<file path="src/rtl/calendar_bcd_clock.sv">
// BCD time-of-day and 2000-2099 calendar with leap years, validated synchronous load,
// day/month/year rollover pulses and an optional en_s-qualified second prescaler.
module calendar_bcd_clock #(
  parameter int TICK_DIV = 1,
  parameter bit LEAP_EN  = 1'b1
) (
  input  logic       clk,
  input  logic       rst,
  input  logic       en_s,
  input  logic       load,
  input  logic [7:0] ld_sec,
  input  logic [7:0] ld_min,
  input  logic [7:0] ld_hour,
  input  logic [7:0] ld_day,
  input  logic [7:0] ld_mon,
  input  logic [7:0] ld_year,
  output logic [3:0] sec_unit,
  output logic [3:0] sec_ten,
  output logic [3:0] min_unit,
  output logic [3:0] min_ten,
  output logic [3:0] hour_unit,
  output logic [3:0] hour_ten,
  output logic [3:0] day_unit,
  output logic [1:0] day_ten,
  output logic [3:0] mon_unit,
  output logic       mon_ten,
  output logic [3:0] year_unit,
  output logic [3:0] year_ten,
  output logic       pulse_day,
  output logic       pulse_month,
  output logic       pulse_year,
  output logic       load_err
);

  localparam int PW = (TICK_DIV > 1) ? $clog2(TICK_DIV) : 1;

  logic [PW-1:0] pcnt;
  logic [7:0]    sec_q, min_q, hour_q, year_q;
  logic [5:0]    day_q;
  logic [4:0]    mon_q;

  logic [7:0]    sec_n, min_n, hour_n, year_n;
  logic [5:0]    day_n, day_inc;
  logic [4:0]    mon_n, mon_inc;
  logic          tick, pd_n, pm_n, py_n, ld_ok;

  function automatic logic bcd_ok(input logic [7:0] v);
    return (v[7:4] <= 4'd9) && (v[3:0] <= 4'd9);
  endfunction

  function automatic logic [7:0] bcd_inc(input logic [7:0] v);
    return (v[3:0] == 4'd9) ? {v[7:4] + 4'd1, 4'd0} : {v[7:4], v[3:0] + 4'd1};
  endfunction

  // Leap test works directly on the BCD digits: year%4==0 for 00-99.
  function automatic logic is_leap(input logic [7:0] y);
    logic [3:0] u;
    u = y[3:0];
    return LEAP_EN && ((!y[4] && (u == 4'd0 || u == 4'd4 || u == 4'd8)) ||
                       ( y[4] && (u == 4'd2 || u == 4'd6)));
  endfunction

  function automatic logic [5:0] month_len(input logic [4:0] m, input logic [7:0] y);
    case (m)
      5'h01, 5'h03, 5'h05, 5'h07, 5'h08, 5'h10, 5'h12: return 6'h31;
      5'h02:                                            return is_leap(y) ? 6'h29 : 6'h28;
      default:                                          return 6'h30;
    endcase
  endfunction

  always_comb begin
    if (TICK_DIV == 1) tick = en_s;
    else               tick = en_s && (pcnt == PW'(TICK_DIV - 1));
  end

  always_comb begin
    ld_ok = bcd_ok(ld_sec)  && (ld_sec  <= 8'h59) &&
            bcd_ok(ld_min)  && (ld_min  <= 8'h59) &&
            bcd_ok(ld_hour) && (ld_hour <= 8'h23) &&
            bcd_ok(ld_year) &&
            bcd_ok(ld_mon)  && (ld_mon  >= 8'h01) && (ld_mon <= 8'h12) &&
            bcd_ok(ld_day)  && (ld_day  >= 8'h01) &&
            (ld_day <= {2'b00, month_len(ld_mon[4:0], ld_year)});
  end

  assign day_inc = (day_q[3:0] == 4'd9) ? {day_q[5:4] + 2'd1, 4'd0} : {day_q[5:4], day_q[3:0] + 4'd1};
  assign mon_inc = (mon_q[3:0] == 4'd9) ? 5'h10 : {mon_q[4], mon_q[3:0] + 4'd1};

  // Full carry chain resolves in one edge; each pulse marks the wrap of its field.
  always_comb begin
    sec_n  = sec_q;
    min_n  = min_q;
    hour_n = hour_q;
    day_n  = day_q;
    mon_n  = mon_q;
    year_n = year_q;
    pd_n   = 1'b0;
    pm_n   = 1'b0;
    py_n   = 1'b0;
    if (tick) begin
      sec_n = (sec_q == 8'h59) ? 8'h00 : bcd_inc(sec_q);
      if (sec_q == 8'h59) begin
        min_n = (min_q == 8'h59) ? 8'h00 : bcd_inc(min_q);
        if (min_q == 8'h59) begin
          hour_n = (hour_q == 8'h23) ? 8'h00 : bcd_inc(hour_q);
          if (hour_q == 8'h23) begin
            pd_n = 1'b1;
            if (day_q == month_len(mon_q, year_q)) begin
              day_n = 6'h01;
              pm_n  = 1'b1;
              if (mon_q == 5'h12) begin
                mon_n  = 5'h01;
                py_n   = 1'b1;
                year_n = (year_q == 8'h99) ? 8'h00 : bcd_inc(year_q);
              end else begin
                mon_n = mon_inc;
              end
            end else begin
              day_n = day_inc;
            end
          end
        end
      end
    end
  end

  always_ff @(posedge clk) begin
    if (rst) begin
      pcnt        <= '0;
      sec_q       <= 8'h00;
      min_q       <= 8'h00;
      hour_q      <= 8'h00;
      day_q       <= 6'h01;
      mon_q       <= 5'h01;
      year_q      <= 8'h00;
      pulse_day   <= 1'b0;
      pulse_month <= 1'b0;
      pulse_year  <= 1'b0;
      load_err    <= 1'b0;
    end else if (load && ld_ok) begin
      // A valid load discards any tick due this edge and restarts the second.
      pcnt        <= '0;
      sec_q       <= ld_sec;
      min_q       <= ld_min;
      hour_q      <= ld_hour;
      day_q       <= ld_day[5:0];
      mon_q       <= ld_mon[4:0];
      year_q      <= ld_year;
      pulse_day   <= 1'b0;
      pulse_month <= 1'b0;
      pulse_year  <= 1'b0;
      load_err    <= 1'b0;
    end else begin
      if (en_s) pcnt <= tick ? '0 : pcnt + PW'(1);
      sec_q       <= sec_n;
      min_q       <= min_n;
      hour_q      <= hour_n;
      day_q       <= day_n;
      mon_q       <= mon_n;
      year_q      <= year_n;
      pulse_day   <= pd_n;
      pulse_month <= pm_n;
      pulse_year  <= py_n;
      load_err    <= load;
    end
  end

  assign sec_unit  = sec_q[3:0];
  assign sec_ten   = sec_q[7:4];
  assign min_unit  = min_q[3:0];
  assign min_ten   = min_q[7:4];
  assign hour_unit = hour_q[3:0];
  assign hour_ten  = hour_q[7:4];
  assign day_unit  = day_q[3:0];
  assign day_ten   = day_q[5:4];
  assign mon_unit  = mon_q[3:0];
  assign mon_ten   = mon_q[4];
  assign year_unit = year_q[3:0];
  assign year_ten  = year_q[7:4];

endmodule

</file>
<file path="config.mk">
export PLATFORM = sky130hd
export DESIGN_NAME = calendar_bcd_clock
export DESIGN_NICKNAME = d
export VERILOG_FILES = /design/src/rtl/calendar_bcd_clock.sv
export SDC_FILE = /design/constraint.sdc
export NUM_CORES = 1
export LEC_CHECK = 0
export ABC_AREA = 1
export BUFFER_PORTS_ARGS = -buffer_cell sky130_fd_sc_hd__buf_2
export CORE_ASPECT_RATIO = 1.4
export CORE_MARGIN = 2
export CORE_UTILIZATION = 54
export DETAILED_ROUTE_END_ITERATION = 10
export GPL_TIMING_DRIVEN = 0
export PLACE_DENSITY_LB_ADDON = 0.12
export SLEW_MARGIN = 5
export SYNTH_ARGS = -nofsm -noshare
export SYNTH_HDL_FRONTEND = slang
export SYNTH_SLANG_ARGS = --single-unit
</file>
<file path="constraint.sdc">
create_clock -name clk -period 3.2 [get_ports clk]
set_clock_uncertainty 0.2 [all_clocks]
set_input_delay 0.32 -clock clk [delete_from_list [all_inputs] [get_ports clk]]
set_output_delay 0.32 -clock clk [all_outputs]
set_load 0.02 [all_outputs]
</file>
==> impl_metrics.ini <==
[global_routing]
met3_usage_pct = 3.81
gr-usage-met2_pct = 51.5
met1_usage_pct = 32.7
grt_pass1_vias = 3716
grt_pass1_wl_mm = 16.8
grt_max_degree = 15
overflow = 0
antenna_found_initial = 0
track_usage_pct = 28.3
busiest_layer = met2

[yosys]
synthesis.instances = 603
synth_top_area_share_pct = 24.9
synth.area.top_cells = dfxtp_1 25%, nand2_1 14%, nor2_1 9.7%
syn_area_mm2 = 0.00378
ys_ff_latch = 47
synth_nets = 670
synth_edf_count = 0
yosysWarnings = 0
synth_seq_area_share_pct = 24.9
yosysUniqueCellTypes = 42
avgSynthCellArea_um2 = 6.27
synth_ff_type = dfxtp_1
synthArstFlopShare_pct = 0
synth_largest_area_cell = dfxtp_1

[routing]
drt_iter0_drc = 218
antenna_left = 0
routed_via_density = 5.15
drc = 0
wirelength_mm = 10.6
vias = 4138
wire_per_inst_um = 13.3
drtPass1Iterations = 6

[clocking]
ctsResizeCount = 0
tritoncts = built
clock-sinks = 47
cts_buffers = 5
path_clk_slew_ns = 0.09
cts_max_path_buffers = 2
h-tree-depth = 2
cts-root-buf = clkbuf_8
clock_latency_ns = 0.31
post_cts_buffers = 0
cts_hold_buf = 0

[place]
hpwl_mm = 8.34
place_ws_ns = 0.203
io_buffers = 98
gp_congestion = 0.902

[sta]
setup_ws_ns = 0.454
relSlewSlack_pct = 62.1
fmax_mhz = 364
rsz0062_at_grt = false
post-route-min-period_ns = 2.75
slew_violations = 0
worst_pin_slew_ns = 0.568
hold_violations = 0
finalSetupTns_ns = 0
finalSetupViolations = 0
whs_ns = 0.0718
period_share_pct = 85.8

[setup_path]
rr_worst_depth = 10
cp-start-kind = primary input
r2r-end = year_q[7]
setup.worst_path.end_class = register
r2r_setup_slack_ns = 0.86
cp.required_ns = 3.22
rr_startpoint = sec_q[0]
crit_arrival_ns = 2.76
critical_path_peak_fanout = 6
critPathKind = primary input to register

[power]
power_density_mw_per_mm2 = 244
p_switching_uw = 305
p_leak_uw = 0.00236
p_seq_share_pct = 54.1
sw_frac_of_total_pct = 28.0
total_power_uw = 1090
power_frac_comb_pct = 11.7
power.internal_uw = 785
ir_drop_uv = 192
clkPwrFrac_pct = 34.2

[floorplan]
die_y_um = 103
rows = 36
dieArea_mm2 = 0.00770
ioPinCount = 99
core_area_mm2 = 0.00689
initial_core_util_pct = 54.9
fp.dieW_um = 74.7

[finish]
diodes = 0
layout.nets = 775
final_common_cell = nand2_1
final_cell_mix = 145 x nand2_1, 102 x buf_2, 98 x nor2_1
area_delta_synth_final_pct = 18.3
drive_gt1_share_pct = 22.7

[flow_run]
max-cap-violations = 0

[worst_hold_path]
min_path_cells = 3
hold_class = primary input to register
hold_end = min_q[0]
worstHoldStart = ld_min[0]

[status]
run_status = finished clean
cell usage after synthesis (2+ instances only):
master and instances:
nand2_1 145, nor2_1 98, inv_1 80, dfxtp_1 47, o21ai_0 46, nand3_1 33
a21oi_1 17, ha_1 15, nor3_1 15, xor2_1 12, o21ai_1 10, nand2_2 8
nand4_1 8, a31oi_1 6, nor2_2 6, inv_2 5, or2_2 5, buf_2 4
nand3_2 4, xnor2_1 4, clkbuf_1 3, nand3_4 3, buf_12 2, buf_6 2
nand2_4 2, nand4_2 2, nor2_4 2, nor3b_1 2, o21ai_2 2, o21ai_4 2
o22ai_1 2
cell type report:
type                            count  area, µm²
Tap cell                           95        119
Clock inverter                      2       13.8
Clock buffer                        5       68.8
Multi-Input combinational cell    458       2410
Sequential cell                    47        941
Buffer                             12        101
Inverter                           86        325
Timing Repair Buffer               98        490
Fill cell                         680       2420
state kept, by name, summed over array words and instances, names as in the netlist:
register     count
mon_q            5
pulse_year       1
sec_q            8
day_q            6
year_q           8
pulse_month      1
hour_q           8
pulse_day        1
min_q            8
load_err         1
worst max-delay path: stages:
cell and delay [ns]:
buf_2 0.13, nor2_2 0.17, nand2_1 0.13, nor2_1 0.16, inv_1 0.08, o31ai_1 0.24
ha_1 0.16, nand3_1 0.08, a21oi_1 0.19, nor2_1 0.07, nor2_2 0.16, nand2_4 0.13
o21ai_4 0.16, nand2_2 0.19, nor2_4 0.19, nand3_1 0.10, nand2_1 0.07, nor2_1 0.04
worst max path at each step:
stage / startpoint / endpoint / cells after the start
final: ld_mon[3] / year_q[7] / 18
after global routing: ld_mon[3] / min_q[5] / 18
after CTS: ld_mon[3] / year_q[7] / 18
after detailed placement: ld_mon[3] / hour_q[5] / 17
after global placement: ld_mon[3] / hour_q[5] / 17
after floorplan: ld_mon[3] / sec_q[6] / 17
per-stage QoR:
step                      utilization, %  instance area (µm²)  instances
after floorplan                        -                 3780        603
after global routing                64.9                 4470        803
after CTS                           64.9                 4470        803
after detailed placement            63.7                 4390        796
final                               64.9                 4470        803
after global placement              63.7                 4390        796
power groups by stage:
stage / sequential (µW) / combinational [µW] / clock [µW]
5_1_grt: 590 / 142 / 404
4_1_cts: 590 / 126 / 376
3_5_place_dp: 603 / 125 / 0
2_1_floorplan: 606 / 57.1 / 0
6_report: 590 / 127 / 373
3_3_place_gp: 603 / 124 / 0
per-layer routing:
layer  vias up  wire length (µm)
li1       2133                 -
met1      1857              4390
met2       124              5450
met3        24               519
met4         0               280
met5         -                 0
cells by family (layout without fill, tap and decap cells):
group,after synthesis,after routing,synth area share (%)
XOR/XNOR,16,16,3.71
AND/OR/NAND/NOR,337,337,41.4
buffers and inverters,98,203,11.3
flip-flops,47,47,24.9
adder cells (fa/ha/maj),15,15,4.96
AO/OA/AOI/OAI,90,90,13.7
(Power assumes the default switching activity.)
